<file path="src/rtl/bomb_pkg.sv">
// Shared definitions for the bomb controller and the puzzle modules.
//   bomb_state_t : 3-bit global state broadcast on current_state
//   LFSR_SEED    : reset/recovery value of the rnd bus
//   LFSR_TAPS    : Galois mask for x^32+x^22+x^2+x+1 (right-shift form)
//   SEC_W        : width of the seconds countdown
package bomb_pkg;

  typedef enum logic [2:0] {
    IDLE              = 3'b000,
    ACTIVATING        = 3'b001,
    ACTIVATED         = 3'b010,
    DETONATING        = 3'b011,
    MISSION_FAILED    = 3'b100,
    MISSION_SUCCESSED = 3'b101
  } bomb_state_t;

  localparam logic [31:0] LFSR_SEED = 32'hACE1_2468;
  localparam logic [31:0] LFSR_TAPS = 32'h8020_0003;
  localparam int unsigned SEC_W     = 10;

  // One Galois step; an all-zero register is locked up, so reseed instead.
  function automatic logic [31:0] lfsr_next(input logic [31:0] cur);
    if (cur == '0) return LFSR_SEED;
    return cur[0] ? ((cur >> 1) ^ LFSR_TAPS) : (cur >> 1);
  endfunction

endpackage

</file>
<file path="src/rtl/bomb_countdown_timer.sv">
// Countdown timer: 1 s prescaler, tick pulse and seconds register.
//   clk, rst    : clock, asynchronous active-low reset
//   load        : reload seconds with START_SECONDS, clear prescaler
//   run         : prescaler/decrement enable
//   tick        : registered one-cycle pulse on each prescaler wrap
//   seconds     : registered countdown value
//   zero_next   : combinational, seconds reaches 0 on this clock edge
module bomb_countdown_timer
  import bomb_pkg::*;
#(
  parameter int unsigned CLK_HZ        = 50_000_000,
  parameter int unsigned START_SECONDS = 300
) (
  input  logic             clk,
  input  logic             rst,
  input  logic             load,
  input  logic             run,
  output logic             tick,
  output logic [SEC_W-1:0] seconds,
  output logic             zero_next
);

  localparam int unsigned PW = $clog2(CLK_HZ + 1);
  localparam logic [PW-1:0] WRAP_VAL = PW'(CLK_HZ - 1);

  logic [PW-1:0] presc;
  logic          wrap;

  assign wrap      = run && (presc == WRAP_VAL);
  assign zero_next = wrap && (seconds == SEC_W'(1));

  always_ff @(posedge clk or negedge rst) begin
    if (!rst) begin
      presc   <= '0;
      tick    <= 1'b0;
      seconds <= SEC_W'(START_SECONDS);
    end else if (load) begin
      presc   <= '0;
      tick    <= 1'b0;
      seconds <= SEC_W'(START_SECONDS);
    end else begin
      tick <= wrap;
      if (run) presc <= wrap ? '0 : presc + 1'b1;
      if (wrap && (seconds != '0)) seconds <= seconds - 1'b1;
    end
  end

endmodule

</file>
<file path="src/rtl/bomb_center_controller.sv">
// Central game sequencer: global state, rnd seed bus, strikes, countdown.
//   clk, rst          : clock, asynchronous active-low reset
//   start_btn         : debounced start/restart level
//   module_activated  : per-module activated level
//   module_failed     : per-module one-clock strike pulse
//   module_solved     : per-module solved level
//   current_state     : global state broadcast
//   rnd               : free-running LFSR
//   strikes           : strike count
//   seconds_left      : countdown value
//   tick_1hz          : one pulse per elapsed second while ACTIVATED
//   detonate          : high while DETONATING
module bomb_center_controller
  import bomb_pkg::*;
#(
  parameter int unsigned NUM_MODULES     = 4,
  parameter int unsigned CLK_HZ          = 50_000_000,
  parameter int unsigned START_SECONDS   = 300,
  parameter int unsigned MAX_STRIKES     = 3,
  parameter int unsigned ACT_TIMEOUT_CYC = 1_000_000,
  parameter int unsigned DETONATE_CYC    = 100_000_000
) (
  input  logic                   clk,
  input  logic                   rst,
  input  logic                   start_btn,
  input  logic [NUM_MODULES-1:0] module_activated,
  input  logic [NUM_MODULES-1:0] module_failed,
  input  logic [NUM_MODULES-1:0] module_solved,
  output logic [2:0]             current_state,
  output logic [31:0]            rnd,
  output logic [1:0]             strikes,
  output logic [SEC_W-1:0]       seconds_left,
  output logic                   tick_1hz,
  output logic                   detonate
);

  localparam int unsigned ACT_W = $clog2(ACT_TIMEOUT_CYC + 1);
  localparam int unsigned DET_W = $clog2(DETONATE_CYC + 1);
  localparam logic [2:0]  MAX_S = 3'(MAX_STRIKES);

  bomb_state_t      state;
  logic             start_q;
  logic             start_edge;
  logic [ACT_W-1:0] act_cnt;
  logic [DET_W-1:0] det_cnt;
  logic             timer_load;
  logic             timer_run;
  logic             zero_next;
  logic [2:0]       strk_sum;
  logic [2:0]       nstrk;

  assign start_edge    = start_btn & ~start_q;
  assign timer_load    = (state == IDLE) && start_edge;
  assign timer_run     = (state == ACTIVATED);
  assign current_state = state;

  // Simultaneous failures from several modules count as a single strike.
  always_comb begin
    strk_sum = {1'b0, strikes} + {2'b00, |module_failed};
    nstrk    = (strk_sum >= MAX_S) ? MAX_S : strk_sum;
  end

  bomb_countdown_timer #(
    .CLK_HZ        (CLK_HZ),
    .START_SECONDS (START_SECONDS)
  ) u_timer (
    .clk       (clk),
    .rst       (rst),
    .load      (timer_load),
    .run       (timer_run),
    .tick      (tick_1hz),
    .seconds   (seconds_left),
    .zero_next (zero_next)
  );

  always_ff @(posedge clk or negedge rst) begin
    if (!rst) rnd <= LFSR_SEED;
    else      rnd <= lfsr_next(rnd);
  end

  always_ff @(posedge clk or negedge rst) begin
    if (!rst) begin
      state    <= IDLE;
      start_q  <= 1'b0;
      strikes  <= '0;
      act_cnt  <= '0;
      det_cnt  <= '0;
      detonate <= 1'b0;
    end else begin
      start_q <= start_btn;
      case (state)
        IDLE: begin
          if (start_edge) begin
            state   <= ACTIVATING;
            strikes <= '0;
            act_cnt <= '0;
          end
        end
        ACTIVATING: begin
          act_cnt <= act_cnt + 1'b1;
          if (&module_activated)
            state <= ACTIVATED;
          else if (act_cnt == ACT_W'(ACT_TIMEOUT_CYC - 1))
            state <= MISSION_FAILED;
        end
        ACTIVATED: begin
          strikes <= nstrk[1:0];
          if (nstrk == MAX_S || (!(&module_solved) && zero_next)) begin
            state    <= DETONATING;
            det_cnt  <= '0;
            detonate <= 1'b1;
          end else if (&module_solved) begin
            state <= MISSION_SUCCESSED;
          end
        end
        DETONATING: begin
          det_cnt <= det_cnt + 1'b1;
          if (det_cnt == DET_W'(DETONATE_CYC - 1)) begin
            state    <= MISSION_FAILED;
            detonate <= 1'b0;
          end
        end
        MISSION_FAILED, MISSION_SUCCESSED: begin
          if (start_edge) state <= IDLE;
        end
        default: begin
          state    <= IDLE;
          detonate <= 1'b0;
        end
      endcase
    end
  end

endmodule

</file>
<file path="config.mk">
export PLATFORM = sky130hd
export DESIGN_NAME = bomb_center_controller
export DESIGN_NICKNAME = d
export VERILOG_FILES = /design/src/rtl/bomb_pkg.sv /design/src/rtl/bomb_countdown_timer.sv /design/src/rtl/bomb_center_controller.sv
export SDC_FILE = /design/constraint.sdc
export NUM_CORES = 1
export LEC_CHECK = 0
export BUFFER_PORTS_ARGS = -buffer_cell sky130_fd_sc_hd__buf_2
export CAP_MARGIN = 0
export CORE_MARGIN = 2
export CORE_UTILIZATION = 45
export DETAILED_ROUTE_END_ITERATION = 6
export GPL_ROUTABILITY_DRIVEN = 0
export MAX_ROUTING_LAYER = met4
export PLACE_DENSITY = 0.69
export SYNTH_ARGS = -nofsm -noshare
export SYNTH_HDL_FRONTEND = slang
export SYNTH_SLANG_ARGS = --single-unit
</file>
<file path="constraint.sdc">
create_clock -name clk -period 2.6 [get_ports clk]
set_input_delay 0.52 -clock clk [delete_from_list [all_inputs] [get_ports clk]]
set_output_delay 0.52 -clock clk [all_outputs]
set_load 0.05 [all_outputs]
</file>
==> impl_metrics.json, run 1 <==
{
  "hold_violations": 0,
  "io_buffers": 63,
  "grt_start_max_net_pins": 56,
  "synth_enable_flop_cells": 0,
  "detailroute.via_count": 5119,
  "type_of_destination_of_the_critical_path": "flip-flop",
  "worst_r2r_path_depth": 6,
  "slowest_stage": "or4b_4",
  "row_count": 42,
  "wl_per_cell_um": 16.1,
  "nNetsFinal": 723,
  "number_of_primary_i_o_pins": 64,
  "crit_fanout": 12,
  "totalPowerFinal_mw": 6.09,
  "placed_cells_incl_taps": 854,
  "path_buf_inv": 1,
  "synth.ff_latch_count": 123,
  "grt_setup_unrepaired": "no",
  "floorplan.initialDensity_pct": 46.1,
  "maxCapViolations": 0,
  "postLayoutSetupSlackWorst_ps": 245,
  "final_layout_size_suffix_gt1_share_pct": 22.5,
  "place.detailed.hpwl_mm": 9.83,
  "layout_worst_path_cycle_share_pct": 90.6,
  "groute.usage.overall_pct": 21.2,
  "clock_latency_ps": 420,
  "width_of_the_chip_um": 120,
  "place_ws_ps": -112,
  "drc": 0,
  "layout_common_cells": "dfrtp_1 (106), buf_2 (62), o21ai_0 (59), nand4_1 (46), nand2_1 (45)",
  "post-cts-setup-buffer-count": 0,
  "power.density_cell_area_nw_per_um2": 839,
  "route.final.wire_length_mm": 14.2,
  "achievable-frequency_mhz": 425,
  "setup_violations": 0,
  "max_slew_margin_pct": 52.6,
  "synthFlopType": "dfrtp_1",
  "start_kind": "flip-flop",
  "criticalPathCategory": "reg2reg",
  "cts_tree": "built",
  "vias_per_cell": 5.78,
  "report.final.slew_viol_count": 0,
  "first_global_vias": 4983,
  "antenna_cells": 0,
  "synth_async_sr_flop_share_pct": 100,
  "ctsRootBufferMaster": "clkbuf_16",
  "worst_setup_hold_path_clk_slew_ps": 60,
  "final_util_pct": 55.0,
  "holdWs_ps": 43.8,
  "ant_nets": 0,
  "leakagePower_nw": 3.14,
  "cts-root-to-sink-buffers": 2,
  "grt_antenna_before_repair": 0,
  "design.die.area_um2": 14400,
  "crit_path_cell_chain": "or4b_4 -> nor4_4 -> nand4b_1 -> buf_4 -> or3_1 -> a21oi_1",
  "detail_route.iter0.violations": 383,
  "first_pass_grt_wire_length_mm": 24.0,
  "cts.sink_count": 123,
  "synth.net_count": 656,
  "clock-skew-final_ps": 6.76,
  "synth_cell_types": 60,
  "most_common_library_cell_in_the_layout_ignoring_fill_and_taps": "dfrtp_1",
  "ctsHtreeMaxLevel": 4,
  "cts_hold_buffers": 0,
  "cts_resized": 0,
  "numCtsBuffers": 17,
  "worstHoldPathType": "in2async",
  "synthDominantCellAreaShare_pct": 43.7,
  "synthesis.instances": 630,
  "synth_top_cells_by_area": "dfrtp_1 (44%), dfstp_2 (7.4%), o21ai_0 (4.9%)",
  "globalRouteOverflowTotal": 0,
  "status": "complete, no violations",
  "final.min_clock_period_ps": 2360,
  "synthToLayoutAreaGrowth_pct": 19.4,
  "yosys_warnings": 0,
  "final_cell_count_no_fill": 886,
  "cp_data_arrival_time_ps": 2700,
  "power.ir.vdd_worst_uv": 563,
  "cp_top_family": "simple AND/OR/NAND/NOR gates",
  "synth.cell_area_um2": 6080,
  "die_height_um": 120,
  "worstSetupPathDepth": 6,
  "design.core.area_um2": 13200,
  "worst_slew_pin_slew_ps": 710,
  "drt_first_pass_iters": 5,
  "fraction_of_the_yosys_area_taken_by_sequential_cells_pct": 51.0,
  "postSynthAreaPerCell_um2": 9.64,
  "synth_top_area_cell": "dfrtp_1",
  "required_ps": 2950,
  "critical_path.max_stage_delay_ps": 570
}
-- where the power goes --
part           switching, mW  internal, mW  total, mW
registers              0.299          2.13       2.43
clock network          0.915          1.45       2.37
logic                  0.836         0.449       1.28
total                   2.05          4.04       6.09
-- worst register-to-register path, cell delays in order (launching register included) --
cell and delay [ps]:
dfrtp_1 440, or4b_4 570, nor4_4 420, nand4b_1 170
buf_4 210, or3_1 340, a21oi_1 140
-- cells by family (layout without fill, tap and decap cells) --
group | count (synthesis) | after routing | share of synthesized area, %
AO/OA/AOI/OAI | 115 | 115 | 11.1
XOR/XNOR | 22 | 22 | 3.17
adder cells (fa/ha/maj) | 11 | 11 | 2.27
buffers and inverters | 55 | 135 | 3.48
flip-flops | 123 | 123 | 51.0
multiplexers | 11 | 11 | 1.83
AND/OR/NAND/NOR | 293 | 293 | 27.2
-- cell usage after synthesis, types with 3 or more instances --
cell and number:
xor2_1 8, or2_2 15, inv_1 15, and3_1 4
o21a_1 3, or4_1 5, o2111ai_1 3, o31ai_1 4
or3b_2 3, o21ai_0 59, or3_1 13, a21oi_1 17
dfstp_2 17, nand3b_1 4, clkbuf_1 35, nand4_1 46
dfrtp_1 106, mux2i_1 10, nand2_1 45, buf_2 3
and4_1 11, nor4b_1 4, nor2_1 41, nor4_1 17
and2_1 3, ha_1 11, nor3_1 23, nand3_1 43
xnor2_1 14, a31oi_1 11
-- sequential cells by signal (all words and copies together) (netlist names) --
signal	count
act_cnt	20
current_state	3
det_cnt	27
detonate	1
rnd	32
start_q	1
strikes	2
u_timer.presc	26
u_timer.seconds	10
u_timer.tick	1
-- worst paths after layout --
check / slack [ps] / start / endpoint
max in group asynchronous: 1780 / rst / rnd[5]$_DFF_PN1_
max: 240 / u_timer.presc[8]$_DFFE_PN0P_ / u_timer.seconds[6]$_DFFE_PN0P_
min: 40 / rst / act_cnt[0]$_DFFE_PN0P_
min reg2reg: 400 / rnd[9]$_DFF_PN0_ / rnd[8]$_DFF_PN0_
max reg2reg: 240 / u_timer.presc[8]$_DFFE_PN0P_ / u_timer.seconds[6]$_DFFE_PN0P_
min in group clk: 250 / start_btn / start_q$_DFF_PN0_
-- metal layers --
layer / vias up / share of wire, % / track usage, %
met4: 0 / 1.2 / 7.35
li1: 2460 / - / -
met5: - / 0 / -
met1: 2470 / 45 / 27.7
met3: 16 / 5.8 / 5.09
met2: 173 / 48 / 32.7
-- through the flow --
step / TNS [ps] / instance area, µm²
floorplan: 0 / 6080
global placement: -353 / 6660
detailed placement: -1500 / 6660
CTS: 0 / 7260
global route: 0 / 7260
finish: 0 / 7260
-- area by class of cell --
| class | count | area [µm²] |
|---|---|---|
| fill | 1139 | 5930 |
| inverter | 15 | 56.3 |
| tap | 176 | 220 |
| timing repair buffer | 88 | 518 |
| multi-input combinational | 452 | 2770 |
| clock buffer | 18 | 439 |
| sequential | 123 | 3100 |
| clock inverter | 14 | 159 |
Power figures use the tool's default switching activity.
==> run 2: changes to the inputs <==
--- a/config.mk
+++ b/config.mk
@@ -5,7 +5,7 @@
 export SDC_FILE = /design/constraint.sdc
 export NUM_CORES = 1
 export LEC_CHECK = 0
-export BUFFER_PORTS_ARGS = -buffer_cell sky130_fd_sc_hd__buf_2
+export BUFFER_PORTS_ARGS = -buffer_cell sky130_fd_sc_hd__buf_4
 export CAP_MARGIN = 0
 export CORE_MARGIN = 2
 export CORE_UTILIZATION = 45
==> constraint.sdc (replaced) <==
create_clock -name clk -period 2.6 [get_ports clk]
set_input_delay 0.52 -clock clk [delete_from_list [all_inputs] [get_ports clk]]
set_output_delay 0.52 -clock clk [all_outputs]
set_load 0.1 [all_outputs]
==> impl_metrics.json, run 2 (same netlist as run 1, synthesis figures left out) <==
{
  "status": "complete, no violations",
  "postLayoutSetupSlackWorst_ps": 155,
  "cts_resized": 0,
  "grt_setup_unrepaired": "no",
  "grt_start_max_net_pins": 62,
  "reg2reg_setup_slack_ps": 160,
  "layout_worst_path_cycle_share_pct": 94.0,
  "max_slew_margin_pct": 52.0,
  "required_ps": 2940,
  "power.ir.vdd_worst_uv": 499,
  "worst_setup_hold_path_clk_slew_ps": 60,
  "antenna_cells": 0,
  "number_of_primary_i_o_pins": 64,
  "criticalPathCategory": "reg2reg",
  "ctsHtreeMaxLevel": 4,
  "numCtsBuffers": 17,
  "worst_r2r_path_depth": 5,
  "most_common_library_cell_in_the_layout_ignoring_fill_and_taps": "dfrtp_1",
  "critical_path.startpoint": "u_timer.presc[8]$_DFFE_PN0P_",
  "top_regs": "rnd: 32 flops, det_cnt: 27 flops, u_timer.presc: 26 flops",
  "place.detailed.hpwl_mm": 9.78,
  "ant_nets": 0,
  "die_height_um": 120,
  "post-cts-setup-buffer-count": 0,
  "first_global_vias": 4990,
  "grt_antenna_before_repair": 0,
  "cts_tree": "built",
  "cts-root-to-sink-buffers": 2,
  "vias_per_cell": 5.76,
  "row_count": 42,
  "clock_latency_ps": 420,
  "nFillCells": 1132,
  "synthToLayoutAreaGrowth_pct": 21.7,
  "power.density_cell_area_nw_per_um2": 851,
  "cp-endpoint": "u_timer.seconds[6]$_DFFE_PN0P_",
  "groute.usage.overall_pct": 21.2,
  "slowest_stage": "or4b_4",
  "start_kind": "flip-flop",
  "leakagePower_nw": 3.15,
  "holdWs_ps": 37.5,
  "globalRouteOverflowTotal": 0,
  "placed_cells_incl_taps": 851,
  "setup_violations": 0,
  "drc": 0,
  "final.min_clock_period_ps": 2440,
  "layout_common_cells": "dfrtp_1 (104), buf_4 (84), o21ai_0 (59), nand4_1 (46), nand2_1 (45)",
  "route.final.wire_length_mm": 14.0,
  "cp_data_arrival_time_ps": 2780,
  "cts.sink_count": 123,
  "design.die.area_um2": 14400,
  "detail_route.iter0.violations": 455,
  "ctsRootBufferMaster": "clkbuf_16",
  "cts_hold_buffers": 0,
  "floorplan.initialDensity_pct": 46.1,
  "first_pass_grt_wire_length_mm": 24.0,
  "crit_fanout": 9,
  "regMostFlops": "rnd",
  "drt_first_pass_iters": 5,
  "wl_per_cell_um": 15.9,
  "nNetsFinal": 720,
  "clock-skew-final_ps": 8.44,
  "critical_path.max_stage_delay_ps": 570,
  "report.final.slew_viol_count": 0,
  "crit_path_cell_chain": "or4b_4 -> nor4_4 -> nand4b_1 -> or3_1 -> a21oi_1",
  "design.core.area_um2": 13200,
  "final_cell_count_no_fill": 883,
  "achievable-frequency_mhz": 409,
  "place_ws_ps": -105,
  "maxCapViolations": 0,
  "detailroute.via_count": 5085,
  "largest_register_ff_count": 32,
  "width_of_the_chip_um": 120,
  "post_dp_cell_area_um2": 6790,
  "worstHoldPathType": "in2async",
  "final_standard_cell_area_without_fillers_um2": 7400,
  "final_layout_size_suffix_gt1_share_pct": 22.3,
  "worst_slew_pin_slew_ps": 717,
  "timing.rr.start": "u_timer.presc[8]$_DFFE_PN0P_",
  "io_buffers": 63,
  "worst_r2r_endpoint": "u_timer.seconds[6]$_DFFE_PN0P_",
  "type_of_destination_of_the_critical_path": "flip-flop",
  "hold_violations": 0
}
## run 2: power by group
part / leakage (nW) / internal (mW) / total (mW) / switching (mW)
clock: 0.282 / 1.51 / 2.38 / 0.875
sequential: 1.61 / 2.14 / 2.45 / 0.310
combinational: 1.26 / 0.468 / 1.46 / 0.996
total: 3.15 / 4.11 / 6.29 / 2.18
## run 2: layer usage
| layer | GRT usage [%] | up-vias | share of wire (%) |
|---|---|---|---|
| met1 | 27.7 | 2498 | 47 |
| met5 | - | - | 0 |
| met2 | 32.9 | 122 | 47 |
| met3 | 5.19 | 14 | 4.8 |
| li1 | - | 2451 | - |
| met4 | 6.84 | 0 | 1.1 |
## run 2: through the flow
step / utilization [%] / power, mW / TNS, ps
finish: 56.1 / 6.29 / 0
floorplan: - / 3.45 / 0
global placement: 51.5 / 3.86 / -410
CTS: 56.1 / 6.33 / 0
detailed placement: 51.5 / 3.92 / -1360
global route: 56.1 / 6.62 / 0
## run 2: final cells by class
cell class	count	area, µm²	share of cell area [%]
Inverter	15	56.3	0.761
Tap cell	176	220	2.98
Multi-Input combinational cell	452	2770	37.4
Clock buffer	18	429	5.80
Timing Repair Buffer	85	651	8.80
Clock inverter	14	174	2.35
Sequential cell	123	3100	41.9
## run 2: worst min path at each step
| stage | startpoint | endpoint | slack, ps |
|---|---|---|---|
| 2_1_floorplan | rst | act_cnt[0]$_DFFE_PN0P_ | 220 |
| 3_3_place_gp | rnd[9]$_DFF_PN0_ | rnd[8]$_DFF_PN0_ | 390 |
| 3_5_place_dp | rnd[25]$_DFF_PN0_ | rnd[24]$_DFF_PN0_ | 390 |
| 4_1_cts | rst | act_cnt[6]$_DFFE_PN0P_ | 40 |
| 5_1_grt | rst | rnd[0]$_DFF_PN0_ | 60 |
| 6_report | rst | rnd[0]$_DFF_PN0_ | 40 |
## run 2: worst max-delay path: cells and delay by family, from the launching register on
kind	cells	cell delay, ps
and+or+nand+nor	4	1820
AOI/OAI and AO/OA	1	130
DFF	1	440
==> run 3: changes to the inputs <==
--- a/config.mk
+++ b/config.mk
@@ -8,11 +8,11 @@
 export BUFFER_PORTS_ARGS = -buffer_cell sky130_fd_sc_hd__buf_4
 export CAP_MARGIN = 0
 export CORE_MARGIN = 2
-export CORE_UTILIZATION = 45
+export CORE_UTILIZATION = 30
 export DETAILED_ROUTE_END_ITERATION = 6
 export GPL_ROUTABILITY_DRIVEN = 0
 export MAX_ROUTING_LAYER = met4
-export PLACE_DENSITY = 0.69
+export PLACE_DENSITY = 0.51
 export SYNTH_ARGS = -nofsm -noshare
 export SYNTH_HDL_FRONTEND = slang
 export SYNTH_SLANG_ARGS = --single-unit
==> impl_metrics.json, run 3 (same netlist as run 1, synthesis figures left out) <==
{
  "worst_setup_hold_path_clk_slew_ps": 60,
  "layout_common_cells": "dfrtp_1 (104), buf_4 (89), o21ai_0 (59), nand4_1 (46), nand2_1 (45)",
  "antenna_cells": 0,
  "drc": 0,
  "row_count": 52,
  "hold_violations": 0,
  "place_ws_ps": -133,
  "grt_antenna_before_repair": 0,
  "max_slew_margin_pct": 52.9,
  "cts_tree": "built",
  "path_buf_inv": 2,
  "setup_violations": 0,
  "regMostFlops": "rnd",
  "power.ir.vdd_worst_uv": 475,
  "cts-root-to-sink-buffers": 2,
  "clock-skew-final_ps": 9.69,
  "worstHoldPathType": "in2async",
  "maxCapViolations": 0,
  "cp_data_arrival_time_ps": 2730,
  "vias_per_cell": 5.25,
  "detail_route.iter0.violations": 344,
  "ant_nets": 0,
  "worst_slew_pin_slew_ps": 702,
  "slowest_stage": "or4b_4",
  "io_buffers": 63,
  "critPathMostFrequentCell": "buf_4",
  "numCtsBuffers": 17,
  "cts_hold_buffers": 0,
  "globalRouteOverflowTotal": 0,
  "criticalPathCategory": "reg2reg",
  "groute.usage.overall_pct": 15.4,
  "design.die.area_um2": 21400,
  "final_layout_size_suffix_gt1_share_pct": 23.0,
  "design.core.area_um2": 20000,
  "clock_latency_ps": 420,
  "crit_fanout": 12,
  "final.min_clock_period_ps": 2390,
  "first_global_vias": 5109,
  "detailroute.via_count": 5161,
  "crit_path_cell_chain": "or4b_4 -> nor4_4 -> buf_4 -> nand4b_1 -> buf_4 -> or3_1 -> a21oi_1",
  "die_height_um": 146,
  "drt_first_pass_iters": 4,
  "timing.rr.start": "u_timer.presc[8]$_DFFE_PN0P_",
  "critical_path.max_stage_delay_ps": 570,
  "final_util_pct": 37.6,
  "nNetsFinal": 726,
  "postLayoutSetupSlackWorst_ps": 212,
  "floorplan.initialDensity_pct": 30.3,
  "route.final.wire_length_mm": 15.3,
  "cts_resized": 0,
  "start_kind": "flip-flop",
  "largest_register_ff_count": 32,
  "layout_worst_path_cycle_share_pct": 91.9,
  "post-cts-setup-buffer-count": 0,
  "number_of_primary_i_o_pins": 64,
  "ctsHtreeMaxLevel": 4,
  "top_regs": "rnd: 32 flops, det_cnt: 27 flops, u_timer.presc: 26 flops",
  "total_negative_setup_slacks_ps": 0,
  "grt_setup_unrepaired": "no",
  "cts.sink_count": 123,
  "report.final.slew_viol_count": 0,
  "achievable-frequency_mhz": 419,
  "leakagePower_nw": 3.18,
  "first_pass_grt_wire_length_mm": 25.8,
  "ctsRootBufferMaster": "clkbuf_16",
  "power.density_cell_area_nw_per_um2": 822,
  "grt_start_max_net_pins": 40,
  "nFillCells": 2071,
  "width_of_the_chip_um": 146,
  "synthToLayoutAreaGrowth_pct": 24.0,
  "critical_path.startpoint": "u_timer.presc[8]$_DFFE_PN0P_",
  "place.detailed.hpwl_mm": 10.8,
  "type_of_destination_of_the_critical_path": "flip-flop",
  "required_ps": 2940,
  "final_cell_count_no_fill": 983,
  "placed_cells_incl_taps": 951,
  "status": "complete, no violations",
  "wl_per_cell_um": 15.6,
  "most_common_library_cell_in_the_layout_ignoring_fill_and_taps": "dfrtp_1",
  "cp_top_family": "simple AND/OR/NAND/NOR gates"
}
[run 3: cell count changes in the layout (fill, tap and decap cells not counted)]
| cell | change |
|---|---|
| buf_12 | +1 |
| buf_4 | +5 |
| bufinv_16 | -2 |
| clkinv_2 | -1 |
| clkinv_4 | +1 |
| clkinvlp_4 | -2 |
| inv_6 | +4 |
[run 3: path summary, 6_finish.rpt]
| check | slack (ps) | cells after the start | end |
|---|---|---|---|
| min in group clk | 240 | 1 | start_q$_DFF_PN0_ |
| max in group asynchronous | 1830 | 2 | rnd[5]$_DFF_PN1_ |
| max | 210 | 7 | u_timer.seconds[6]$_DFFE_PN0P_ |
| min | 100 | 1 | rnd[1]$_DFF_PN0_ |
| min reg2reg | 400 | 0 | rnd[24]$_DFF_PN0_ |
| max reg2reg | 210 | 7 | u_timer.seconds[6]$_DFFE_PN0P_ |
[run 3: metrics by stage]
step / power [mW] / instance area [µm²] / hold WS [ps]
after floorplan: 3.45 / 6080 / 224
after global placement: 3.91 / 6970 / 384
after detailed placement: 3.96 / 6970 / 386
after CTS: 6.28 / 7540 / 111
after global routing: 6.57 / 7540 / 128
final: 6.19 / 7540 / 95.2
[run 3: metal layers]
metal | wire (µm) | vias up | global-route usage (%)
met1 | 7010 | 2570 | 19.4
li1 | - | 2459 | -
met4 | 271 | 0 | 6.17
met2 | 7400 | 115 | 24.5
met3 | 641 | 17 | 3.06
met5 | 0 | - | -
[run 3: area by class of cell]
| class | instances | area [µm²] | share of cell area (%) |
|---|---|---|---|
| clock buffer | 18 | 429 | 5.69 |
| multi-input combinational | 452 | 2770 | 36.7 |
| timing repair buffer | 91 | 708 | 9.40 |
| sequential | 123 | 3100 | 41.2 |
| clock inverter | 14 | 138 | 1.83 |
| inverter | 15 | 56.3 | 0.747 |
| tap | 270 | 338 | 4.48 |
[run 3: worst register-to-register path: stages, from the launching register on]
cell      delay, ps
dfrtp_1         440
or4b_4          570
nor4_4          360
buf_4           180
nand4b_1         80
buf_4           190
or3_1           350
a21oi_1         140
[run 3: where the power goes]
group	internal, mW	total, mW	switching, mW
logic	0.475	1.48	1.00
clock network	1.33	2.27	0.941
registers	2.14	2.44	0.308
